**config.mk**
```make
export PLATFORM = sky130hd
export DESIGN_NAME = serial_parity_framer
export DESIGN_NICKNAME = d
export VERILOG_FILES = /design/src/rtl/serial_parity_framer.sv
export SDC_FILE = /design/constraint.sdc
export NUM_CORES = 1
export LEC_CHECK = 0
export CORE_UTILIZATION = 51
export DETAILED_ROUTE_END_ITERATION = 12
export HOLD_SLACK_MARGIN = 0.08
export PLACE_DENSITY = 0.73
export SLEW_MARGIN = 10
export SYNTH_ARGS = -nofsm -noshare
export SYNTH_HDL_FRONTEND = slang
export SYNTH_SLANG_ARGS = --single-unit
```
**constraint.sdc**
```tcl
create_clock -name clk -period 2.3 [get_ports clk]
set_clock_uncertainty 0.1 [all_clocks]
set_input_delay 0.345 -clock clk [delete_from_list [all_inputs] [get_ports clk]]
set_output_delay 0.345 -clock clk [all_outputs]
set_load 0.01 [all_outputs]
```
**src/rtl/serial_parity_framer.sv**
```systemverilog
// Serial parity framer: groups a valid/ready bit stream into DATA_BITS-bit frames and either
// appends a parity bit (generate) or verifies a received one (check). Option: SERIAL_PARITY_STICKY_ERR_EN.

// state  | meaning
// DATA   | accepting serial bits (data bits, or the parity bit in check mode); x_ready=1
// INSERT | generate mode only: emitting the parity bit after the last data bit; x_ready=0
module serial_parity_framer #(
    parameter int DATA_BITS = 8,
    parameter int CNT_W     = 8
) (
    input  logic clk,
    input  logic rst,
    input  logic x,
    input  logic x_valid,
    output logic x_ready,
    input  logic odd_sel,
    input  logic mode_check,
`ifdef SERIAL_PARITY_STICKY_ERR_EN
    input  logic err_clr,
    output logic err_sticky,
`endif
    output logic z,
    output logic y,
    output logic y_valid,
    output logic frame_done,
    output logic parity_err
);

    localparam logic [CNT_W-1:0] CNT_LAST = CNT_W'(DATA_BITS - 1);
    localparam logic [CNT_W-1:0] CNT_FULL = CNT_W'(DATA_BITS);

    typedef enum logic {
        ST_DATA   = 1'b0,
        ST_INSERT = 1'b1
    } state_t;

    state_t           state, state_nxt;
    logic [CNT_W-1:0] count, count_nxt;
    logic             mode_q, mode_nxt;
    logic             z_nxt, y_nxt, y_valid_nxt, frame_done_nxt, parity_err_nxt;
    logic             xfer, frame_start, mode_eff, z_base;

    // The odd flag lives in z itself: it is folded into the seed at frame start, so only
    // the mode needs its own latch.
    always_comb begin
        xfer           = x_valid & x_ready;
        frame_start    = (count == '0);
        mode_eff       = frame_start ? mode_check : mode_q;
        z_base         = frame_start ? odd_sel : z;

        state_nxt      = state;
        count_nxt      = count;
        mode_nxt       = mode_q;
        z_nxt          = z;
        y_nxt          = y;
        y_valid_nxt    = 1'b0;
        frame_done_nxt = 1'b0;
        parity_err_nxt = 1'b0;

        case (state)
            ST_DATA: begin
                if (xfer) begin
                    if (frame_start) begin
                        mode_nxt = mode_check;
                    end
                    if (mode_eff && (count == CNT_FULL)) begin
                        frame_done_nxt = 1'b1;
                        parity_err_nxt = x ^ z;
                        count_nxt      = '0;
                        z_nxt          = 1'b0;
                    end else begin
                        y_nxt       = x;
                        y_valid_nxt = 1'b1;
                        z_nxt       = z_base ^ x;
                        count_nxt   = count + CNT_W'(1);
                        if (!mode_eff && (count == CNT_LAST)) begin
                            state_nxt = ST_INSERT;
                        end
                    end
                end
            end
            ST_INSERT: begin
                y_nxt          = z;
                y_valid_nxt    = 1'b1;
                frame_done_nxt = 1'b1;
                count_nxt      = '0;
                z_nxt          = 1'b0;
                state_nxt      = ST_DATA;
            end
            default: begin
                state_nxt = ST_DATA;
            end
        endcase
    end

    always_ff @(posedge clk) begin
        if (rst) begin
            state      <= ST_DATA;
            count      <= '0;
            mode_q     <= 1'b0;
            z          <= 1'b0;
            y          <= 1'b0;
            y_valid    <= 1'b0;
            frame_done <= 1'b0;
            parity_err <= 1'b0;
            x_ready    <= 1'b1;
        end else begin
            state      <= state_nxt;
            count      <= count_nxt;
            mode_q     <= mode_nxt;
            z          <= z_nxt;
            y          <= y_nxt;
            y_valid    <= y_valid_nxt;
            frame_done <= frame_done_nxt;
            parity_err <= parity_err_nxt;
            x_ready    <= (state_nxt == ST_DATA);
        end
    end

`ifdef SERIAL_PARITY_STICKY_ERR_EN
    // A fresh error outranks a simultaneous clear.
    always_ff @(posedge clk) begin
        if (rst) begin
            err_sticky <= 1'b0;
        end else if (parity_err) begin
            err_sticky <= 1'b1;
        end else if (err_clr) begin
            err_sticky <= 1'b0;
        end
    end
`endif

endmodule

```
Word-level counts from Yosys, hierarchy flattened
Cells that the tools add are included.

storage, ports and cells
  register bits = 16
  output and inout bits = 6
  memories = 0
  input port bits = 6
  logic and storage cells = 49
  bits in read-only memories = 0
  latch bits = 0
  bits in writable memories = 0

operators by class
  $add $sub $neg = 1
  eq/ne operators = 4
  multiply operators = 0
  order comparisons = 0
  divide/modulo/power cells = 0
  bitwise gates (word level) = 7
  shift operators = 0
  muxes and demuxes = 21
  reduce and logical (&&, ||, !) cells = 7

operators by type and width
  kind                 number
  $mux 8               2
  $pmux 8 s2           1
  $mux 1               13
  $pmux 1 s2           5
  $add 8x1->8 const B  1
  $eq 8x3->1 const B   1
  $eq 8x4->1 const B   1
  $logic_not 8->1      1
  $ne 2x2->1 const B   2
  $not 1->1            4
  $reduce_and 2->1     2
  $reduce_or 4->1      1
  $logic_and 1x1->1    2
  $xor 1x1->1          2
  $and 1x1->1          1
  $logic_not 1->1      1

Depth between registers and ports, before layout
Gate-level depths: netlist (run 1).

  depth in word-level cells = 9
  gate-level depth with buffers = 7
  depth with buffers taken out = 6

Worst setup path before layout (run 1)
Ideal clock, no wire load.

  path type = register to register
  start point = register count[0]
  end point = register count[7]
  setup slack = 0.509 ns
  buffers on the path = 1
  stages on the path, launching flop included = 8
  data arrival time = 1.600 ns
  cells stage by stage = dfxtp_1 > inv_1 > ha_1 > and4b_1 > a21oi_1 > buf_4 > a41oi_1 > a311oi_1

on the way
  cells in the longest elaborated chain, start to end = 6
  elaborated cells between the ends (all ways) = 8

ends and longest elaborated chain
  element                                              RTL line  RTL
  start: declaration                                   38        logic [CNT_W-1:0] count, count_nxt;
  start signal: assignment                             109       count <= count_nxt;
  branches (longest 3 deep; another with $add 8x1->8)  -
  $mux 8 (*)                                           66        if (mode_eff && (count == CNT_FULL)) begin
  $mux 8 (*)                                           62        if (xfer) begin
  $pmux 8 s2 (*)                                       60        case (state)

Every way passes the cells marked *. The select of a mux whose other input is x is not followed.
A chain may end at the register's enable or synchronous reset.

Worst setup path after layout (run 1)
  start point = register count[0]
  end point = register z

on the way
  cells in the longest elaborated chain, start to end = 6
  elaborated cells between the ends (all ways) = 9

ends and longest elaborated chain
  element                                           RTL line  RTL
  $logic_not 8->1                                   47        frame_start = (count == '0);
  $mux 1 (on tied branches)                         -
  $xor 1x1->1 or $logic_and 1x1->1 (tied branches)  74, 66
  $mux 1 (*)                                        66
  $mux 1 (*)                                        62
  $pmux 1 s2 (*)                                    60
  end signal: assignment                            111       z <= z_nxt;
  end: declaration                                  22        output logic z,

Every way passes the cells marked *; elsewhere a longest branch is shown, timed or not. The select of a mux whose other input is x is not followed.

==> summary.txt, run 1 <==
Floorplanning
  – Core Area: roughly 1400 um2
  – Chip width: approximately 42 um
  – Initial core utilization: 58.4%
  – I/O pin count: 12
  – Die Area: 1750 um2
  – Cell Rows: 13
  – Die Ht: 41.8 um

Global route
  – Initial antenna violation count: 0
  – Vias in the first global route: 599
  – GR Overflow Total: 0
  – First-pass GRT wire length: roughly 2600 um
  – Largest net degree at the start of global routing: 16
  – Total GRT Usage: 18.9%

Clock tree
  – CTS buffer count: 3
  – Post-CTS setup buffers: 0
  – Worst skew pair latency: 0.28 ns
  – Clock root buffer master: clkbuf_4
  – Longest Clk Path Bufs: 2
  – CTS-repair resized insts: 0
  – Post-CTS Hold Buffers: 0
  – Clock sinks: 16
  – H-tree depth: 1
  – CTS tree: yes
  – Clock transition at path regs: 0.10 ns

Pwr
  – Sequential Power Share: 52.9%
  – Switching power: 0.132 mW
  – P per Cell Area: between 500 and 600 nW/um2
  – Comb pwr share: 12.8%
  – Leak: 0.397 nW
  – Clock network fraction of design power: 34.2%
  – Switching share of total power: between 20% and 30%
  – Worst VDD drop: between 0.3 and 0.4 mV
  – Int Power: 0.416 mW

Setup path
  – Worst Reg-to-Reg Cells: 6
  – CP delay by family, top: simple AND/OR/NAND/NOR gates
  – Crit. End Element: flip-flop
  – Startpoint Class: flip-flop
  – FF-to-FF End: z
  – Worst Path Class, Setup: reg2reg
  – Worst path required time: between 2 and 2.5 ns
  – Crit-path cells: inv_1 > ha_1 > nor3b_1 > a21boi_2 > or4b_1 > nand3_1
  – WP buf/inv: 1
  – CP max stage delay: slightly above 0.5 ns
  – Crit Path Max Fanout: 4
  – Critical Path AT: 2.10 ns
  – Worst path depth: 6
  – Worst path slowest cell: nor3b_1
  – R2r setup slk: 0.33 ns
  – Critical R2R Launch: count[0]

Routing
  – Pre-antenna DRT Iters: 5
  – First DRT Iteration DRCs: 24
  – DRT Wirelength: between 1500 and 2000 um
  – Post-route ant nets: 0
  – Vias: 703
  – DR WL/cell: 13.2 um
  – Via/cell ratio: between 5 and 6
  – DRC violations left: 0

Timing
  – Slew Limit Fails: 0
  – Fmax: roughly 510 MHz
  – Worst Tran Pin Value: ~0.6 ns
  – RSZ-0062 raised after global routing: no
  – Slew margin rel.: between 60% and 70%
  – Final Hold Vio Count: 0
  – Sum Neg Setup Slack: 0 ns
  – Period utilization: 85.7%
  – Final Critical Period: 1.97 ns
  – Final setup fails: 0

Min path
  – HP Start: mode_q
  – Hold Path Stages: 2
  – Hold endpoint: mode_q
  – Min-Delay Path Class: reg2reg

Layout
  – Diode count: 0
  – Seq. cell area: 320 um2
  – Fill count: 120
  – Layout Nets: 112
  – Ratio of cells with drive above 1 in the final layout: under 10%
  – Design area: around 970 um2
  – Leading cell types in the layout, fill and taps excluded: dfxtp_1 (16), clkdlybuf4s50_1 (11), a21oi_1 (9)
  – Layout area overhead: 20.3%
  – Multi-input gate area in the final layout: 459 um2
  – Leading cell type in the layout, fill and taps excluded: dfxtp_1
  – Cell Count, Final, Fillers Out: 118

Yosys
  – Ys Warns: 0
  – Syn nets: just under 100
  – Largest cells by area after synthesis: dfxtp_1 (40%), a311oi_1 (6.5%), a21oi_1 (5.6%), mux2i_1 (3.7%), nor2_1 (3.7%)
  – Area leader, netlist: dfxtp_1
  – Count of cell types in the netlist: 31
  – FFs w/ async S/R, synth: 0%
  – Mean Syn Cell Area: 9.07 um2
  – Sequential fraction of the synthesis area: 39.7%
  – Post-synth EDFFs: 0
  – Flops & latches, synth: 16
  – Top cell type's share of synthesized area: 39.7%
  – Cell area after synthesis: 807 um2
  – Top_reg_cell synth: dfxtp_1
  – Mapped Cells: 89

Placement
  – Placed instance count: 114
  – # port buffers: 11
  – DP Wirelength: about 1100 um
  – Placed cell area: 935 um2
  – Routability cong.: about 0.82

Flow run
  – Maximum Capacitance Violations: 0

Outcome
  – Status: completed
[Yosys cell counts, types with 2 or more instances]
library cell / instances
a311oi_1: 6
dfxtp_1: 16
mux2i_1: 3
nand3b_1: 2
a21o_1: 2
and4_1: 2
nand3_1: 4
nor2_1: 8
ha_1: 2
and3_1: 4
a21oi_1: 9
a41oi_1: 2
inv_1: 3
nand4_1: 2
nand2_1: 6
nand2b_1: 3
[layer usage]
metal	vias up	share of wire (%)	global-route usage, %
li1	365	-	-
met1	319	51	26.5
met2	17	44	28.4
met3	2	4.2	2.61
met4	0	0.96	9.03
met5	-	0	0
[power groups by stage]
stage	sequential, mW	clock (mW)	combinational, mW
after floorplan	0.297	0	0.0410
after CTS	0.290	0.190	0.0701
after global routing	0.292	0.204	0.0766
final	0.290	0.188	0.0703
after detailed placement	0.297	0	0.0695
after global placement	0.297	0	0.0687
[metrics by stage]
stage                     hold WS, ns  util [%]  power [mW]  setup WS (ns)
final                           0.435      70.2       0.548          0.329
after global routing            0.460      70.2       0.572          0.218
after CTS                       0.435      70.2       0.551          0.336
after detailed placement        0.410      67.6       0.366          0.261
after global placement          0.405      67.6       0.365          0.294
after floorplan                 0.317         -       0.338          0.509
[how the worst max path moves through the flow]
stage          endpoint  startpoint
2_1_floorplan  count[7]    count[0]
5_1_grt        count[2]    count[0]
3_5_place_dp          z     x_valid
4_1_cts               z    count[0]
6_report              z    count[0]
3_3_place_gp          z     x_valid
[worst min-delay path, cell delays in order (launching register included)]
cell and delay [ns]:
dfxtp_1 0.35, mux2i_1 0.07, nor2_1 0.08
[layout make-up]
cell class                      count  area share [%]
Tap cell                           15            1.93
Timing Repair Buffer               13            12.9
Multi-Input combinational cell     67            47.3
Clock buffer                        4            3.74
Sequential cell                    16            33.0
Inverter                            3            1.16
[flip-flops by register name (all words and copies together), names as in the netlist]
name,count
y,1
count,8
mode_q,1
parity_err,1
y_valid,1
z,1
frame_done,1
state,1
x_ready,1
[kinds of logic after synthesis]
kind of cell / Yosys count / synth area share (%)
adders and majority gates: 2 / 3.10
AOI/OAI and AO/OA: 24 / 20.9
DFF: 16 / 39.7
xor gates and xnor gates: 1 / 1.09
buffers and inverters: 6 / 3.41
and+or+nand+nor: 37 / 28.1
muxes: 3 / 3.72
Note: power is estimated with default switching activity, not from simulation.
==> run 2, diff against run 1 <==
Settings changed: ABC_AREA set to 1, CORE_UTILIZATION 51 to 52, PLACE_DENSITY 0.73 to 0.74.
==> run 2 against run 1 <==
Non-clock buffer count decreased by 1; utilization decreased by 4.1 points; global-route usage increased by 4.3 points; critical path type is now reg2out; largest power group unchanged.
==> summary.txt, run 2 <==
Routing
  – Post-route ant nets: 0 (unchanged)
  – Via/cell ratio: 5.31 (was 5.96)
  – Pre-antenna DRT Iters: 4 (was 5)
  – DRT Wirelength: 1820 um (was 1560 um)
  – First DRT Iteration DRCs: 33 (was 24)
  – DR WL/cell: 11.7 um (was 13.2 um)
  – Vias: 828 (was 703)
  – DRC violations left: 0 (unchanged)

Min path
  – Min-Delay Path Class: reg2reg (unchanged)
  – Hold Path Stages: 2 (unchanged)

Timing
  – RSZ-0062 raised after global routing: no (unchanged)
  – Sum Neg Setup Slack: 0 ns (unchanged)
  – Final setup fails: 0 (unchanged)
  – Final worst setup slack: 0.628 ns (was 0.329 ns)
  – Final Critical Period: 1.67 ns (was 1.97 ns)
  – Slew Limit Fails: 0 (unchanged)
  – Fmax: 598 MHz (was 507 MHz)
  – Slew margin rel.: 75.5% (was 60.9%)
  – Period utilization: 72.7% (was 85.7%)
  – Hold Slack: 0.389 ns (was 0.435 ns)
  – Worst Tran Pin Value: 0.368 ns (was 0.586 ns)
  – Final Hold Vio Count: 0 (unchanged)

Setup path
  – Worst Reg-to-Reg Cells: 9 (was 6)
  – R2r setup slk: 0.66 ns (was 0.33 ns)
  – FF-to-FF End: x_ready (was z)
  – Worst path depth: 1 (was 6)
  – Crit. End Element: primary output (was flip-flop)
  – Worst path required time: 1.86 ns (was 2.43 ns)
  – WP buf/inv: 1 (unchanged)
  – Crit Path Max Fanout: 4 (unchanged)
  – Setup crit end: z (unchanged)
  – Critical Path AT: 1.23 ns (was 2.10 ns)
  – Crit path from: z (was count[0])
  – Critical R2R Launch: count[0] (unchanged)
  – Worst path slowest cell: clkdlybuf4s50_1 (was nor3b_1)
  – Worst Path Class, Setup: reg2out (was reg2reg)
  – Startpoint Class: flip-flop (unchanged)
  – CP max stage delay: 0.55 ns (was 0.51 ns)
  – CP delay by family, top: buffers and inverters (was simple AND/OR/NAND/NOR gates)
  – Crit-path cells: clkdlybuf4s50_1 (was inv_1 > ha_1 > nor3b_1 > a21boi_2 > or4b_1 > nand3_1)

Layout
  – Max reg flops: 8 (unchanged)
  – Layout area overhead: 18.4% (was 20.3%)
  – Ratio of cells with drive above 1 in the final layout: 9.29% (was 7.77%)
  – Diode count: 0 (unchanged)
  – Leading cell type in the layout, fill and taps excluded: nand2_1 (was dfxtp_1)
  – Leading cell types in the layout, fill and taps excluded: nand2_1 (23), inv_1 (19), dfxtp_1 (16) (was dfxtp_1 (16), clkdlybuf4s50_1 (11), a21oi_1 (9))
  – Layout Nets: 150 (was 112)
  – Design area: 1010 um2 (was 971 um2)
  – Biggest register: count (unchanged)

Yosys
  – Largest cells by area after synthesis: dfxtp_1 (38%), nand2_1 (10%), inv_1 (8.4%), nand3_1 (8.2%), a21oi_1 (7.0%) (was dfxtp_1 (40%), a311oi_1 (6.5%), a21oi_1 (5.6%), mux2i_1 (3.7%), nor2_1 (3.7%))
  – Top_reg_cell synth: dfxtp_1 (unchanged)
  – Sequential fraction of the synthesis area: 37.6% (was 39.7%)
  – Area leader, netlist: dfxtp_1 (unchanged)
  – FFs w/ async S/R, synth: 0% (unchanged)
  – Cell area after synthesis: 852 um2 (was 807 um2)
  – Synth cell count leaders: nand2_1 (23), inv_1 (19), dfxtp_1 (16), nand3_1 (14), nor2_1 (13) (was dfxtp_1 (16), a21oi_1 (9), nor2_1 (8), a311oi_1 (6), nand2_1 (6))
  – Ys Warns: 0 (unchanged)
  – Mapped Cells: 126 (was 89)
  – Flops & latches, synth: 16 (unchanged)
  – Top cell type's share of synthesized area: 37.6% (was 39.7%)
  – Most frequent cell after synthesis: nand2_1 (was dfxtp_1)
  – Mean Syn Cell Area: 6.76 um2 (was 9.07 um2)
  – Syn nets: 134 (was 97)
  – Count of cell types in the netlist: 23 (was 31)
  – Post-synth EDFFs: 0 (unchanged)

Clock tree
  – CTS tree: yes (unchanged)
  – H-tree depth: 1 (unchanged)
  – Worst skew pair latency: 0.29 ns (was 0.28 ns)
  – Clock sinks: 16 (unchanged)
  – CTS buffer count: 3 (unchanged)
  – CTS-repair resized insts: 0 (unchanged)
  – Longest Clk Path Bufs: 2 (unchanged)
  – Clock transition at path regs: 0.09 ns (was 0.10 ns)
  – Post-CTS setup buffers: 0 (unchanged)
  – Post-CTS Hold Buffers: 0 (unchanged)
  – Clock root buffer master: clkbuf_4 (unchanged)

Floorplanning
  – Initial core utilization: 55.9% (was 58.4%)
  – Die Area: 1800 um2 (was 1750 um2)
  – Cell Rows: 14 (was 13)
  – Core Area: 1520 um2 (was 1380 um2)
  – I/O pin count: 12 (unchanged)
  – Chip width: 42.5 um (was 41.8 um)
  – Die Ht: 42.5 um (was 41.8 um)

Global route
  – Total GRT Usage: 23.2% (was 18.9%)
  – Initial antenna violation count: 0 (unchanged)
  – First-pass GRT wire length: 3130 um (was 2580 um)
  – Vias in the first global route: 764 (was 599)
  – GR Overflow Total: 0 (unchanged)
  – Largest net degree at the start of global routing: 14 (was 16)

Pwr
  – P per Cell Area: 516 nW/um2 (was 565 nW/um2)
  – Leak: 0.442 nW (was 0.397 nW)
  – Worst VDD drop: 0.529 mV (was 0.366 mV)

Placement
  – Pre-CTS worst setup slack: 0.484 ns (was 0.261 ns)
  – Placed cell area: 986 um2 (was 935 um2)
  – Routability cong.: 0.915 (was 0.823)
  – # port buffers: 11 (unchanged)
  – DP Wirelength: 1400 um (was 1100 um)

Flow run
  – Maximum Capacitance Violations: 0 (unchanged)

Outcome
  – Status: completed (unchanged)
[run 2: how the worst min path moves through the flow]
stage                  start  endpoint  slack [ns]
floorplan           count[7]  count[7]        0.37
global placement           y         y        0.37
detailed placement         y         y        0.38
CTS                        y         y        0.40
global route               y         y        0.43
finish                     y         y        0.39
[run 2: where the power goes]
group / switching, mW / leakage, nW / internal (mW)
combinational: 0.0455 / 0.298 / 0.0375
sequential: 0.00523 / 0.130 / 0.285
clock: 0.0861 / 0.0138 / 0.0609
total: 0.137 / 0.442 / 0.383
[run 2: cells by family after synthesis]
kind of cell | Yosys count | share of synthesized area (%)
buffers and inverters | 23 | 10.3
adder cells (fa/ha/maj) | 2 | 2.94
AO/OA/AOI/OAI | 19 | 11.5
AND/OR/NAND/NOR | 65 | 36.7
flip-flops | 16 | 37.6
XOR/XNOR | 1 | 1.03
[run 2: metrics by stage]
step                      std cells  total power [mW]  utilization (%)
after global placement          153             0.377             64.7
after floorplan                 126             0.350                -
after global routing            156             0.546             66.2
final                           156             0.520             66.2
after detailed placement        153             0.380             64.7
after CTS                       156             0.520             66.2
[run 2: final cells by class]
cell class | count | area (um2)
timing repair buffer | 12 | 118
sequential | 16 | 320
inverter | 22 | 83.8
clock buffer | 3 | 22.5
multi-input combinational | 87 | 444
tap | 16 | 20.0
fill | 135 | 515
[run 2: routing by layer]
layer	wire length, um	vias to the layer above	global-route usage [%]
li1	-	436	-
met1	871	368	28.3
met2	844	22	38.8
met3	94	2	7.76
met4	12	0	6.25
met5	0	-	0
